## config.mk

```make
export PLATFORM = sky130hd
export DESIGN_NAME = eq_cmp_arbiter
export DESIGN_NICKNAME = d
export VERILOG_FILES = /design/src/rtl/eq_cmp_pkg.sv /design/src/rtl/eq_cmp_core.sv /design/src/rtl/eq_cmp_arbiter.sv
export SDC_FILE = /design/constraint.sdc
export NUM_CORES = 1
export LEC_CHECK = 0
export CORE_MARGIN = 4
export CORE_UTILIZATION = 57
export CTS_CLUSTER_SIZE = 12
export DETAILED_ROUTE_END_ITERATION = 16
export DONT_BUFFER_PORTS = 1
export PLACE_DENSITY = 0.72
export SETUP_SLACK_MARGIN = 0.1
export SLEW_MARGIN = 10
export SYNTH_ARGS = -nofsm -noshare
export SYNTH_HDL_FRONTEND = slang
export SYNTH_SLANG_ARGS = --single-unit
```

## constraint.sdc

```tcl
create_clock -name clk -period 3.2 [get_ports clk]
set_clock_uncertainty 0.1 [all_clocks]
set_input_delay 0.48 -clock clk [delete_from_list [all_inputs] [get_ports clk]]
set_output_delay 0.48 -clock clk [all_outputs]
set_load 0.02 [all_outputs]
```

## src/rtl/eq_cmp_pkg.sv

```systemverilog
// Shared types and helpers for the round-robin equality-compare arbiter.
package eq_cmp_pkg;

  typedef enum logic [1:0] {
    IDLE = 2'd0,
    CMP  = 2'd1,
    RESP = 2'd2
  } state_t;

  // Index width for a requester count; kept at least 1 bit so NREQ=2 still works.
  function automatic int idx_width(input int n);
    return (n <= 2) ? 1 : $clog2(n);
  endfunction

endpackage

```

## src/rtl/eq_cmp_core.sv

```systemverilog
// Combinational equality comparator: eq/ne flags and A-if-equal-else-B select.
module eq_cmp_core #(
  parameter int W = 3
) (
  input  logic [W-1:0] a,
  input  logic [W-1:0] b,
  output logic         eq,
  output logic         ne,
  output logic [W-1:0] sel
);

  assign eq  = (a == b);
  assign ne  = ~eq;
  assign sel = eq ? a : b;

endmodule

```

## src/rtl/eq_cmp_arbiter.sv

```systemverilog
// Round-robin arbiter sharing one equality comparator among NREQ requesters.
//
// state | meaning
// IDLE  | waiting for any req_valid; grant the round-robin winner combinationally
// CMP   | latched operands go through the comparator; result registered at exit
// RESP  | rsp_valid held until rsp_ready; rsp_* stable while stalled
module eq_cmp_arbiter
  import eq_cmp_pkg::*;
#(
  parameter int NREQ = 4,
  parameter int W    = 3,
  parameter int CNTW = 8
) (
  input  logic                           clk,
  input  logic                           rst_n,
  input  logic [NREQ-1:0]                req_valid,
  input  logic [NREQ*W-1:0]              req_a,
  input  logic [NREQ*W-1:0]              req_b,
  output logic [NREQ-1:0]                req_ready,
  output logic                           rsp_valid,
  input  logic                           rsp_ready,
  output logic [idx_width(NREQ)-1:0]     rsp_id,
  output logic                           rsp_eq,
  output logic                           rsp_ne,
  output logic [W-1:0]                   rsp_sel,
  output logic                           busy,
  output logic [CNTW-1:0]                match_cnt
);

  localparam int IW = idx_width(NREQ);

  state_t        state, state_nxt;
  logic [IW-1:0] last_grant;
  logic [IW-1:0] win_idx;
  logic          win_found;
  logic [IW-1:0] lat_id;
  logic [W-1:0]  lat_a, lat_b;
  logic          core_eq, core_ne;
  logic [W-1:0]  core_sel;
  logic          accept;
  logic          handshake;

  // Search from last+1 upward with wrap; iterating offsets high-to-low lets the
  // nearest requester overwrite farther ones.
  function automatic logic [IW:0] rr_pick(input logic [NREQ-1:0] valid,
                                          input logic [IW-1:0]   last);
    logic [IW:0] res;
    int          idx;
    res = '0;
    for (int off = NREQ; off >= 1; off--) begin
      idx = (int'(last) + off) % NREQ;
      if (valid[idx]) res = {1'b1, IW'(idx)};
    end
    return res;
  endfunction

  assign {win_found, win_idx} = rr_pick(req_valid, last_grant);
  assign accept    = (state == IDLE) && win_found;
  assign handshake = (state == RESP) && rsp_valid && rsp_ready;

  eq_cmp_core #(.W(W)) u_core (
    .a   (lat_a),
    .b   (lat_b),
    .eq  (core_eq),
    .ne  (core_ne),
    .sel (core_sel)
  );

  // State register.
  always_ff @(posedge clk or negedge rst_n) begin
    if (!rst_n) state <= IDLE;
    else        state <= state_nxt;
  end

  // Next-state logic.
  always_comb begin
    state_nxt = state;
    case (state)
      IDLE:    if (accept) state_nxt = CMP;
      CMP:     state_nxt = RESP;
      RESP:    if (handshake) state_nxt = IDLE;
      default: state_nxt = IDLE;
    endcase
  end

  // Grant and busy outputs; grant is suppressed while reset is asserted.
  always_comb begin
    req_ready = '0;
    busy      = (state != IDLE);
    if ((state == IDLE) && rst_n && win_found) req_ready[win_idx] = 1'b1;
  end

  // Capture the winner's operands and index, and remember it for the next search.
  always_ff @(posedge clk or negedge rst_n) begin
    if (!rst_n) begin
      last_grant <= IW'(NREQ - 1);
      lat_id     <= '0;
      lat_a      <= '0;
      lat_b      <= '0;
    end else if (accept) begin
      last_grant <= win_idx;
      lat_id     <= win_idx;
      lat_a      <= req_a[int'(win_idx)*W +: W];
      lat_b      <= req_b[int'(win_idx)*W +: W];
    end
  end

  // Register the comparator result leaving CMP; hold it through any RESP stall.
  always_ff @(posedge clk or negedge rst_n) begin
    if (!rst_n) begin
      rsp_valid <= 1'b0;
      rsp_id    <= '0;
      rsp_eq    <= 1'b0;
      rsp_ne    <= 1'b0;
      rsp_sel   <= '0;
    end else if (state == CMP) begin
      rsp_valid <= 1'b1;
      rsp_id    <= lat_id;
      rsp_eq    <= core_eq;
      rsp_ne    <= core_ne;
      rsp_sel   <= core_sel;
    end else if (handshake) begin
      rsp_valid <= 1'b0;
    end
  end

  // Saturating count of delivered equal results.
  always_ff @(posedge clk or negedge rst_n) begin
    if (!rst_n) match_cnt <= '0;
    else if (handshake && rsp_eq && (match_cnt != '1)) match_cnt <= match_cnt + 1'b1;
  end

endmodule
```

==> results.sh, run 1 <==
export IMPL_status="finished, final reports clean"
export IMPL_worst_hold_slack_ns=0.280
export IMPL_relSlewSlack=0.655
export IMPL_core_area_sq_um=2500
export IMPL_maxCapViolCount=0
export IMPL_synth_top_family_by_area="simple AND/OR/NAND/NOR gates"
export IMPL_synth_mux_area_fraction=0.0846
export IMPL_yosysSeqAreaShare=0.466
export IMPL_vias=1126
export IMPL_rr_endpoint="match_cnt[4]"
export IMPL_root_buffer="clkbuf_4"
export IMPL_crit_slowest_cell="dfrtp_1"
export IMPL_synthAdderAreaFrac=0.00829
export IMPL_layout_drive_gt1_share=0.182
export IMPL_wl_per_cell_microns=18.3
export IMPL_synthesis_area_sq_um=1510
export IMPL_synth_compound_area_frac=0.181
export IMPL_utilization=0.647
export IMPL_grt_pass1_wl_mm=5.54
export IMPL_yosys_area_top_type="dfrtp_1"
export IMPL_clkTransAtPathRegs_ns=0.14
export IMPL_hold_viol=0
export IMPL_cts_resized=0
export IMPL_clock_sinks=28
export IMPL_ys_seq_elements=28
export IMPL_timing_final_crit_share=0.850
export IMPL_cp_top_family="simple AND/OR/NAND/NOR gates"
export IMPL_num_antenna_cells=0
export IMPL_start_kind="flip-flop"
export IMPL_cpMostUsedCell="or2_1"
export IMPL_p_leak_nw=0.740
export IMPL_hpwl_mm=2.50
export IMPL_fmax_mhz=368
export IMPL_synthXorXnorAreaFrac=0.0580
export IMPL_wl_mm=3.26
export IMPL_reg2reg_from="match_cnt[0]"
export IMPL_avgSynthCellArea_sq_um=10.7
export IMPL_cts_tree="yes"
export IMPL_routed_via_density=6.33
export IMPL_tightest_slew_ns=0.515
export IMPL_drc_errors=0
export IMPL_grt_max_degree=29
export IMPL_ant_nets=0
export IMPL_finalSetupViolCount=0
export IMPL_synth_async_reset_ratio=1.00
export IMPL_syn_nets=173
export IMPL_crit_chain="or2_1 -> or2_1 -> inv_1 -> nand3_1 -> nor2_1"
export IMPL_h_tree_depth=1
export IMPL_r2r_setup_slack_ns=1.10
export IMPL_hp_class="in -> reg"
export IMPL_first_global_vias=1183
export IMPL_finalMaxSlewViolations=0
export IMPL_drt_pass1_iter_count=4
export IMPL_cts_buffer_depth=2
export IMPL_synthCells=141
export IMPL_crit_type="reg -> out"
export IMPL_area_growth_pct=7.13
export IMPL_drt_iter0_drc=73
export IMPL_num_rows=18
export IMPL_finalCriticalPeriod_ns=2.72
export IMPL_ir_drop_uv=648
export IMPL_yosysMostFrequentCell="dfrtp_1"
export IMPL_synth_top_area_share=0.431
export IMPL_fin_tns_setup_ns=0
export IMPL_nets=181
export IMPL_end_kind="output port"
export IMPL_critPathMaxFanout=10
export IMPL_gp_congestion=0.749
export IMPL_die_w_microns=59.5
export IMPL_die_area_sq_um=3530
export IMPL_initial_core_util=0.604
export IMPL_crit_end="req_ready[2]"
export IMPL_worstSkewPairLatency_ns=0.32
export IMPL_path_buf_inv=1
export IMPL_port_buffers=0
export IMPL_die_h_microns=59.5
export IMPL_startpoint="state[0]"
export IMPL_grt_setup_unrepaired="false"
export IMPL_cpPeakStageDelay_ns=0.42
export IMPL_grt_remaining_overflow=0
export IMPL_hold_depth=2
export IMPL_io_pins=52
export IMPL_critPathRequiredTime_ns=2.62
export IMPL_yosysWarnings=0
export IMPL_synth_common_cells="26 x dfrtp_1, 12 x nand2_1, 9 x nor2_1"
export IMPL_rr_worst_depth=6
export IMPL_yosys_top_cells_area="dfrtp_1 43%, xor2_1 4.1%, a21bo_2 4.0%"
export IMPL_cp_arrival_ns=2.14
export IMPL_yosysUniqueCellTypes=40
export IMPL_p_per_area_nw_per_um2=871
export IMPL_yosys_area_share_simple=0.189
export IMPL_synth_ff_type="dfrtp_1"
export IMPL_cts_buffers=3
export IMPL_synth_edf_count=0
export IMPL_worst_path_stages=5
export IMPL_antenna_found_initial=0
export IMPL_grt_total_usage=0.205
-- what timing repair did --
action / in CTS / in global routing
setup endpoints to repair: 0 / 0
hold buffers: 2 / 0
setup buffers: 0 / 0
hold endpoints to repair: 28 / 0
-- worst reg2reg max path, stage by stage (launching register included) --
cell and delay [ns]:
dfrtp_1 0.52, ha_1 0.26, and2_1 0.16, a311oi_2 0.44
and2_1 0.24, nand3_1 0.11, xnor2_1 0.15
-- worst min-delay path by stage --
stage | startpoint | slack (ns) | end
2_1_floorplan | rst_n | 0.08 | lat_a[0]
3_3_place_gp | rst_n | 0.09 | match_cnt[5]
3_5_place_dp | rst_n | 0.09 | rsp_valid
4_1_cts | req_b[5] | 0.27 | lat_b[2]
5_1_grt | req_a[5] | 0.29 | lat_a[2]
6_report | req_b[5] | 0.28 | lat_b[2]
-- cell families (layout without fill, tap and decap cells) --
logic type / Yosys count / count (layout)
xor gates and xnor gates: 10 / 10
AOI/OAI and AO/OA: 34 / 34
and+or+nand+nor: 51 / 51
adders and majority gates: 1 / 1
DFF: 28 / 28
muxes: 12 / 12
buffers and inverters: 5 / 12
-- where the power goes --
| group | total, mW | switching (mW) | internal (mW) |
|---|---|---|---|
| combinational | 0.579 | 0.320 | 0.259 |
| sequential | 0.688 | 0.192 | 0.497 |
| clock | 0.140 | 0.0910 | 0.0487 |
-- through the flow --
stage               power [mW]  cells  instance area [sq um]  setup slack (ns)
floorplan                 1.13    141                   1510             0.841
finish                    1.41    178                   1620             0.479
global route              1.53    178                   1620             0.258
global placement          1.23    172                   1560             0.898
CTS                       1.42    178                   1620             0.473
detailed placement        1.26    172                   1560             0.841
-- flip-flops by register name, indices dropped and copies added (netlist names), 2 cells and up --
name and count:
match_cnt 8, lat_a 3, lat_b 3, rsp_sel 3, last_grant 2, lat_id 2, rsp_id 2, state 2
-- per-layer routing --
layer	GRT usage	wire (microns)	part of all wire
met4	0.0356	31	0.0095
met2	0.342	1640	0.50
met1	0.274	1340	0.41
met5	0	0	0
met3	0.0479	247	0.076
-- placed cells by master, fill, tap and decap left out, types with 2 or more instances in the layout --
cell | Yosys | routed
dfrtp_1 | 26 | 26
nand2_1 | 12 | 12
nor2_1 | 9 | 9
nand4_1 | 7 | 7
xor2_1 | 7 | 7
mux2i_1 | 6 | 6
o31ai_1 | 6 | 6
a21bo_2 | 6 | 6
nand3_1 | 5 | 5
o211ai_1 | 5 | 5
mux2_2 | 5 | 5
a21o_1 | 4 | 4
nand2b_1 | 3 | 3
inv_1 | 3 | 3
o21ai_1 | 3 | 3
a21oi_1 | 3 | 3
xnor2_1 | 3 | 3
clkbuf_4 | 0 | 3
buf_4 | 0 | 3
or2_1 | 2 | 2
nor4_1 | 2 | 2
nor3_1 | 2 | 2
and2_1 | 2 | 2
dfstp_2 | 2 | 2
-- layout make-up --
class | instances | area, sq um
clock buffers | 4 | 26.3
fillers | 205 | 883
inverters | 3 | 11.3
multi-input cells | 108 | 786
flip-flops and latches | 28 | 703
well taps | 30 | 37.5
repair buffers | 5 | 52.6
Power figures use the tool's default switching activity.
==> run 2, diff against run 1 <==
- REMOVE_ABC_BUFFERS: default -> 1
==> run 2 against run 1 <==
Maximum frequency is 0.27% lower. Clock power is 19% higher. Non-clock buffer count stayed put. Cell area is 0.62% higher. Wire length is 3.6% lower. Highest routed layer unchanged. Die area stayed put. Worst setup slack worse by 0.0072 ns. Hold slack worse by 0.010 ns. Combinational power is 2% lower. Critical endpoint unchanged.
==> results.sh, run 2 (synthesized netlist as in run 1, its figures left out) <==
export IMPL_finalPower_mw=1.42
export IMPL_hold_buffers=2
export IMPL_routed_via_density=6.20
export IMPL_hp_class="in -> reg"
export IMPL_largest_reg_flops=8
export IMPL_ant_nets=0
export IMPL_worstSkewPairLatency_ns=0.33
export IMPL_clock_sinks=28
export IMPL_layout_common_cells="26 x dfrtp_1, 12 x nand2_1, 9 x nor2_1, 7 x nand4_1, 7 x xor2_1"
export IMPL_port_buffers=0
export IMPL_cts_buffer_depth=2
export IMPL_cpMostUsedCell="or2_1"
export IMPL_clkTransAtPathRegs_ns=0.14
export IMPL_fmax_mhz=367
export IMPL_final_common_cell="dfrtp_1"
export IMPL_h_tree_depth=1
export IMPL_drc_errors=0
export IMPL_layout_drive_gt1_share=0.189
export IMPL_critPathRequiredTime_ns=2.62
export IMPL_num_antenna_cells=0
export IMPL_cts_setup_buffers=0
export IMPL_cts_tree="yes"
export IMPL_die_w_microns=59.5
export IMPL_die_h_microns=59.5
export IMPL_cp_top_family="simple AND/OR/NAND/NOR gates"
export IMPL_tightest_slew_ns=0.535
export IMPL_finalCriticalPeriod_ns=2.73
export IMPL_drt_pass1_iter_count=4
export IMPL_num_rows=18
export IMPL_worst_hold_slack_ns=0.270
export IMPL_root_buffer="clkbuf_4"
export IMPL_gp_congestion=0.769
export IMPL_finalMaxSlewViolations=0
export IMPL_antenna_found_initial=0
export IMPL_placed_cells=172
export IMPL_grt_setup_unrepaired="false"
export IMPL_end_kind="output port"
export IMPL_nets=181
export IMPL_core_area_sq_um=2500
export IMPL_instances_no_fill=178
export IMPL_hold_viol=0
export IMPL_p_leak_nw=0.746
export IMPL_finalSetupViolCount=0
export IMPL_drt_iter0_drc=40
export IMPL_wl_per_cell_microns=17.7
export IMPL_cpPeakStageDelay_ns=0.43
export IMPL_timing_final_crit_share=0.852
export IMPL_p_per_area_nw_per_um2=873
export IMPL_status="finished, final reports clean"
export IMPL_start_kind="flip-flop"
export IMPL_path_buf_inv=1
export IMPL_grt_pass1_wl_mm=5.06
export IMPL_grt_max_degree=29
export IMPL_grt_remaining_overflow=0
export IMPL_crit_slowest_cell="dfrtp_1"
export IMPL_area_growth_pct=7.79
export IMPL_grt_total_usage=0.192
export IMPL_top_register="match_cnt"
export IMPL_cts_resized=0
export IMPL_maxCapViolCount=0
export IMPL_vias=1104
export IMPL_ir_drop_uv=655
export IMPL_initial_core_util=0.604
export IMPL_hpwl_mm=2.44
export IMPL_relSlewSlack=0.641
export IMPL_fin_tns_setup_ns=0
export IMPL_crit_type="reg -> out"
export IMPL_wl_mm=3.14
export IMPL_first_global_vias=1083
export IMPL_critPathMaxFanout=10
export IMPL_die_area_sq_um=3530
export IMPL_utilization=0.651
export IMPL_cp_arrival_ns=2.15
export IMPL_cts_buffers=3
export IMPL_io_pins=52
export IMPL_crit_chain="or2_1 -> or2_1 -> inv_1 -> nand3_1 -> nor2_1"
-- run 2: cell counts in the layout (fill, tap and decap cells not counted) --
Identical to the previous run, type by type.
-- run 2: metrics by stage --
stage          setup WS (ns)  cell area (sq um)
6_report               0.472               1630
2_1_floorplan          0.858               1500
3_3_place_gp           0.893               1560
4_1_cts                0.462               1630
3_5_place_dp           0.854               1560
5_1_grt                0.311               1630
-- run 2: power breakdown --
group          leakage, nW  total [mW]  switching, mW  internal (mW)
logic                0.378       0.569          0.309          0.260
clock network       0.0210       0.167         0.0972         0.0697
registers            0.347       0.684          0.187          0.497
-- run 2: worst reg2reg max path, cell delays in order, from the launching register on --
cell	delay, ns
dfrtp_1	0.53
ha_1	0.27
and2_1	0.16
a311oi_2	0.44
and2_1	0.26
nand3_1	0.11
xnor2_1	0.15
-- run 2: layout make-up --
cell class / instances / area [sq um]
Tap cell: 30 / 37.5
Sequential cell: 28 / 703
Clock buffer: 4 / 36.3
Timing Repair Buffer: 5 / 52.6
Inverter: 3 / 11.3
Multi-Input combinational cell: 108 / 786
Fill cell: 189 / 873
-- run 2: path summary, 6_finish.rpt --
kind	slack, ns	to	start	depth (start not counted)
max reg2reg	1.08	match_cnt[4]	match_cnt[0]	6
min reg2reg	0.41	lat_id[1]	lat_id[1]	1
max	0.47	req_ready[2]	state[0]	5
max in group asynchronous	2.31	last_grant[0]	rst_n	2
min in group asynchronous	0.46	match_cnt[5]	rst_n	2
min	0.27	lat_b[0]	req_b[3]	2
-- run 2: routing by layer --
metal  track usage  part of all wire  vias up
met5             0                 0        -
met1         0.256              0.43      526
met3        0.0632             0.073        6
li1              -                 -      532
met2         0.304              0.49       40
met4        0.0388             0.012        0
==> run 3, diff against run 2 <==
- CORE_UTILIZATION: 57 -> 59
- PLACE_DENSITY: 0.72 -> 0.75
- SLEW_MARGIN: 10 -> default
==> run 3 against run 2 <==
Cell count did not move. Flip-flop and latch count did not move. Worst setup slack improved by 0.036 ns. Largest power group unchanged. Critical path depth did not move. Die area fell by 2.9%. Global-route usage rose by 0.31 points.
==> results.sh, run 3 (synthesized netlist as in run 1, its figures left out) <==
export IMPL_num_antenna_cells=0
export IMPL_tightest_slew_ns=0.484
export IMPL_core_area_sq_um=2450
export IMPL_grt_setup_unrepaired="false"
export IMPL_hold_buffers=2
export IMPL_top_register="match_cnt"
export IMPL_finalCriticalPeriod_ns=2.69
export IMPL_nets=181
export IMPL_root_buffer="clkbuf_4"
export IMPL_timing_final_crit_share=0.841
export IMPL_critPathRequiredTime_ns=2.62
export IMPL_vias=1120
export IMPL_h_tree_depth=1
export IMPL_hp_class="in -> reg"
export IMPL_placed_area_sq_um=1560
export IMPL_crit_type="reg -> out"
export IMPL_grt_use_met3=0.0526
export IMPL_end_kind="output port"
export IMPL_grt_max_degree=29
export IMPL_cts_tree="yes"
export IMPL_crit_chain="or2_1 -> or2_1 -> inv_1 -> nand3_1 -> nor2_1"
export IMPL_initial_core_util=0.615
export IMPL_stdcell_area_sq_um=1620
export IMPL_die_h_microns=58.6
export IMPL_met1_usage=0.256
export IMPL_drt_iter0_drc=66
export IMPL_fin_tns_setup_ns=0
export IMPL_worstSkewPairLatency_ns=0.31
export IMPL_layout_drive_gt1_share=0.182
export IMPL_gp_congestion=0.767
export IMPL_antenna_found_initial=0
export IMPL_cpMostUsedCell="or2_1"
export IMPL_status="finished, final reports clean"
export IMPL_cpPeakStageDelay_ns=0.41
export IMPL_nFillCells=202
export IMPL_wl_mm=3.14
export IMPL_port_buffers=0
export IMPL_cts_buffers=3
export IMPL_drc_errors=0
export IMPL_layout_common_cells="26 x dfrtp_1, 12 x nand2_1, 9 x nor2_1, 7 x nand4_1, 7 x xor2_1"
export IMPL_finalMaxSlewViolations=0
export IMPL_hold_viol=0
export IMPL_crit_slowest_cell="dfrtp_1"
export IMPL_clkTransAtPathRegs_ns=0.13
export IMPL_finalPower_mw=1.41
export IMPL_cts_resized=0
export IMPL_start_kind="flip-flop"
export IMPL_cp_arrival_ns=2.11
export IMPL_path_buf_inv=1
export IMPL_routed_via_density=6.29
export IMPL_instances_no_fill=178
export IMPL_cts_buffer_depth=2
export IMPL_first_global_vias=1092
export IMPL_largest_reg_flops=8
export IMPL_relSlewSlack=0.675
export IMPL_met2_usage=0.322
export IMPL_io_pins=52
export IMPL_critPathMaxFanout=10
export IMPL_die_area_sq_um=3430
export IMPL_maxCapViolCount=0
export IMPL_wl_per_cell_microns=17.7
export IMPL_drt_pass1_iter_count=4
export IMPL_num_rows=18
export IMPL_grt_remaining_overflow=0
export IMPL_grt_total_usage=0.195
export IMPL_cts_setup_buffers=0
export IMPL_cp_top_family="simple AND/OR/NAND/NOR gates"
export IMPL_hpwl_mm=2.46
export IMPL_ir_drop_uv=626
export IMPL_p_leak_nw=0.740
export IMPL_grt_pass1_wl_mm=5.16
export IMPL_fmax_mhz=372
export IMPL_p_per_area_nw_per_um2=869
export IMPL_final_common_cell="dfrtp_1"
export IMPL_ant_nets=0
export IMPL_clock_sinks=28
export IMPL_finalSetupViolCount=0
export IMPL_top_usage_layer="met2"
export IMPL_die_w_microns=58.6
export IMPL_placed_cells=172
export IMPL_area_growth_pct=7.13
## run 3: cell counts in the layout (fill, tap and decap cells not counted)
Identical to the previous run, type by type.
## run 3: final timing paths
check,from,endpoint,slack [ns],cells after the start
setup reg to reg,match_cnt[0],match_cnt[4],1.09,6
min in group asynchronous,rst_n,lat_a[0],0.50,2
max in group asynchronous,rst_n,last_grant[1],2.28,2
setup / recovery,state[0],req_ready[3],0.51,5
hold / removal,req_a[3],lat_a[0],0.29,2
hold reg to reg,lat_id[1],lat_id[1],0.43,1
## run 3: per-stage QoR
stage | worst slack, ns | utilization | hold WS (ns)
after floorplan | 0.858 | - | 0.0844
after global placement | 0.893 | 0.636 | 0.0851
after detailed placement | 0.860 | 0.636 | 0.0851
after CTS | 0.485 | 0.659 | 0.287
after global routing | 0.338 | 0.659 | 0.268
final | 0.508 | 0.659 | 0.293
## run 3: cell type report
cell class                 count  area [sq um]  share of cell area
clock buffer                   4          26.3              0.0163
inverter                       3          11.3             0.00697
multi-input combinational    108           786               0.486
sequential                    28           703               0.435
tap                           30          37.5              0.0232
timing repair buffer           5          52.6              0.0325
## run 3: worst register-to-register path: stages (launching register included)
cell      delay, ns
dfrtp_1        0.52
ha_1           0.26
and2_1         0.16
a311oi_2       0.45
and2_1         0.25
nand3_1        0.11
xnor2_1        0.15
## run 3: metal layers
| metal | vias up | wire [microns] |
|---|---|---|
| met5 | - | 0 |
| met4 | 0 | 19 |
| met3 | 2 | 204 |
| met2 | 37 | 1600 |
| met1 | 549 | 1320 |
| li1 | 532 | - |
## run 3: power breakdown
group	total [mW]	switching (mW)	internal, mW
combinational	0.578	0.318	0.260
clock	0.141	0.0927	0.0487
sequential	0.686	0.189	0.497
total	1.41	0.599	0.806
==> edit: new RTL, flow settings as in run 3 <==
Re-encode `state_t` (3 states) as one-hot, 3 bits wide.
--- a/src/rtl/eq_cmp_pkg.sv
+++ b/src/rtl/eq_cmp_pkg.sv
@@ -2,8 +2,8 @@
 package eq_cmp_pkg;
 
-  typedef enum logic [1:0] {
-    IDLE = 2'd0,
-    CMP  = 2'd1,
-    RESP = 2'd2
+  typedef enum logic [2:0] {
+    IDLE = 3'b001,
+    CMP  = 3'b010,
+    RESP = 3'b100
   } state_t;
 
Check against the original RTL: no difference found for any inputs over 4 cycles, from zero or initial values and one cycle with rst_n low; so few cycles prove little.
==> edit against run 3 <==
  * Area after synthesis rose by 2.0%
  * Final area is 5.5% higher
  * Register-to-register slack gained 0.06 ns
  * Fmax down 0.82%
  * Power grew 17%
  * Wire length up 0.95%
  * First-iteration DRC count is 62% lower
  * Sequential cell count up 1
  * Worst setup slack worse by 0.022 ns
  * Largest cell class unchanged
  * Largest power group unchanged
==> edit: results (changes against run 3) <==
| Metric | Value |
|---|---|
| Outcome | `finished clean` |
| Hold Crit Endpoint | `lat_b[0]$_DFFE_PN0P_` |
| Worst hold slack | `0.294 ns (+0.000841 ns)` |
| Share of layout cells above drive strength 1 | `19.6% (+1.4 points)` |
| Worst slack at placement | `0.842 ns (-0.0183 ns)` |
| Reg2reg end | `lat_a[0]$_DFFE_PN0P_` |
| Clock transition at path regs | `0.09 ns (-0.04 ns)` |
| Synth top area cells | `dfrtp_1 (42%), dfstp_2 (5.1%), nand4_1 (4.5%)` |
| Flop-to-flop setup slack | `1.15 ns (+0.06 ns)` |
| DP HPWL | `2420 um (-1.9%)` |
| Lkg Pwr | `0.000750 uW (+1.3%)` |
| Gp weighted congestion | `0.760 (-1.0%)` |
| Gr usage total | `19.3% (-0.16 points)` |
| Hold path startpoint | `req_b[3]` |
| Pin count of the biggest net entering global routing | `30 (+3.4%)` |
| Initial DRC Count | `25 (-62%)` |
| Arrival time worst endpoint | `2.13 ns (+0.02 ns)` |
| Internal | `1020 uW (+26%)` |
| First-pass GRT wire length | `5110 um (-0.95%)` |
| FF-to-FF path depth | `5 (-1)` |
| Worst r2r src | `last_grant[0]$_DFFE_PN1P_` |
| Cell variety after synth | `36 (-10%)` |
| Via count | `1171 (+4.6%)` |
| Layout Nets | `184 (+1.7%)` |
| Max reg flops | `8 (unchanged)` |
| Post-synth top cells | `dfrtp_1 (26), nand2_1 (12), nor2_1 (12)` |
| Worst stage delay on the critical path | `0.58 ns (+0.17 ns)` |
| Worst-case vdd ir drop | `0.649 mV (+3.6%)` |
| Sequential share of the synthesized area | `47.4% (+0.80 points)` |
| Crit-path max FO | `7 (-3)` |
| CTS buffer count | `5 (+2)` |
| DR WL/cell | `17.3 um (-1.8%)` |
| Actual slew at the worst max-slew pin | `0.706 ns (+0.222 ns)` |
| Htree depth | `2 (+1)` |
## edit: logic make-up (layout without fill, tap and decap cells)
logic type,Yosys count,in the layout,synth area share [%]
multiplexers,12,12,8.29
XOR/XNOR,10,10,5.69
AO/OA/AOI/OAI,36,36,18.3
flip-flops,29,29,47.4
buffers and inverters,3,12,0.731
adder cells (fa/ha/maj),1,1,0.813
AND/OR/NAND/NOR,53,53,18.8
## edit: power groups by stage
stage | clock, uW | combinational [uW] | sequential, uW
4_1_cts | 374 | 581 | 697
5_1_grt | 395 | 640 | 712
2_1_floorplan | 0 | 478 | 670
3_3_place_gp | 0 | 546 | 697
6_report | 369 | 574 | 696
3_5_place_dp | 0 | 566 | 704
## edit: how the worst max path moves through the flow
stage,end,slack (ns),cells past startpoint
floorplan,req_ready[1],1.03,4
global placement,req_ready[0],0.91,4
detailed placement,req_ready[0],0.84,4
CTS,req_ready[0],0.51,4
global route,req_ready[0],0.44,4
finish,req_ready[0],0.49,4
## edit: final cells by class
class,instances,area (sq um)
clock inverter,3,65.1
fill,200,772
tap,30,37.5
timing repair buffer,2,30.0
clock buffer,5,37.5
multi-input combinational,112,798
inverter,2,7.51
sequential,29,729
## edit: routing by layer
metal  vias up  share of wire, %  track usage, %
li1        552                 -               -
met4         0               1.4            6.47
met5         -                 0               0
met3         6               6.4            5.45
met2        42                50            32.5
met1       571                42            23.8
## edit: metrics by stage
stage | instances | total power (uW) | util, %
4_1_cts | 183 | 1650 | 68.8
3_3_place_gp | 173 | 1240 | 63.5
6_report | 183 | 1640 | 68.8
2_1_floorplan | 143 | 1150 | -
3_5_place_dp | 173 | 1270 | 63.5
5_1_grt | 183 | 1750 | 68.8
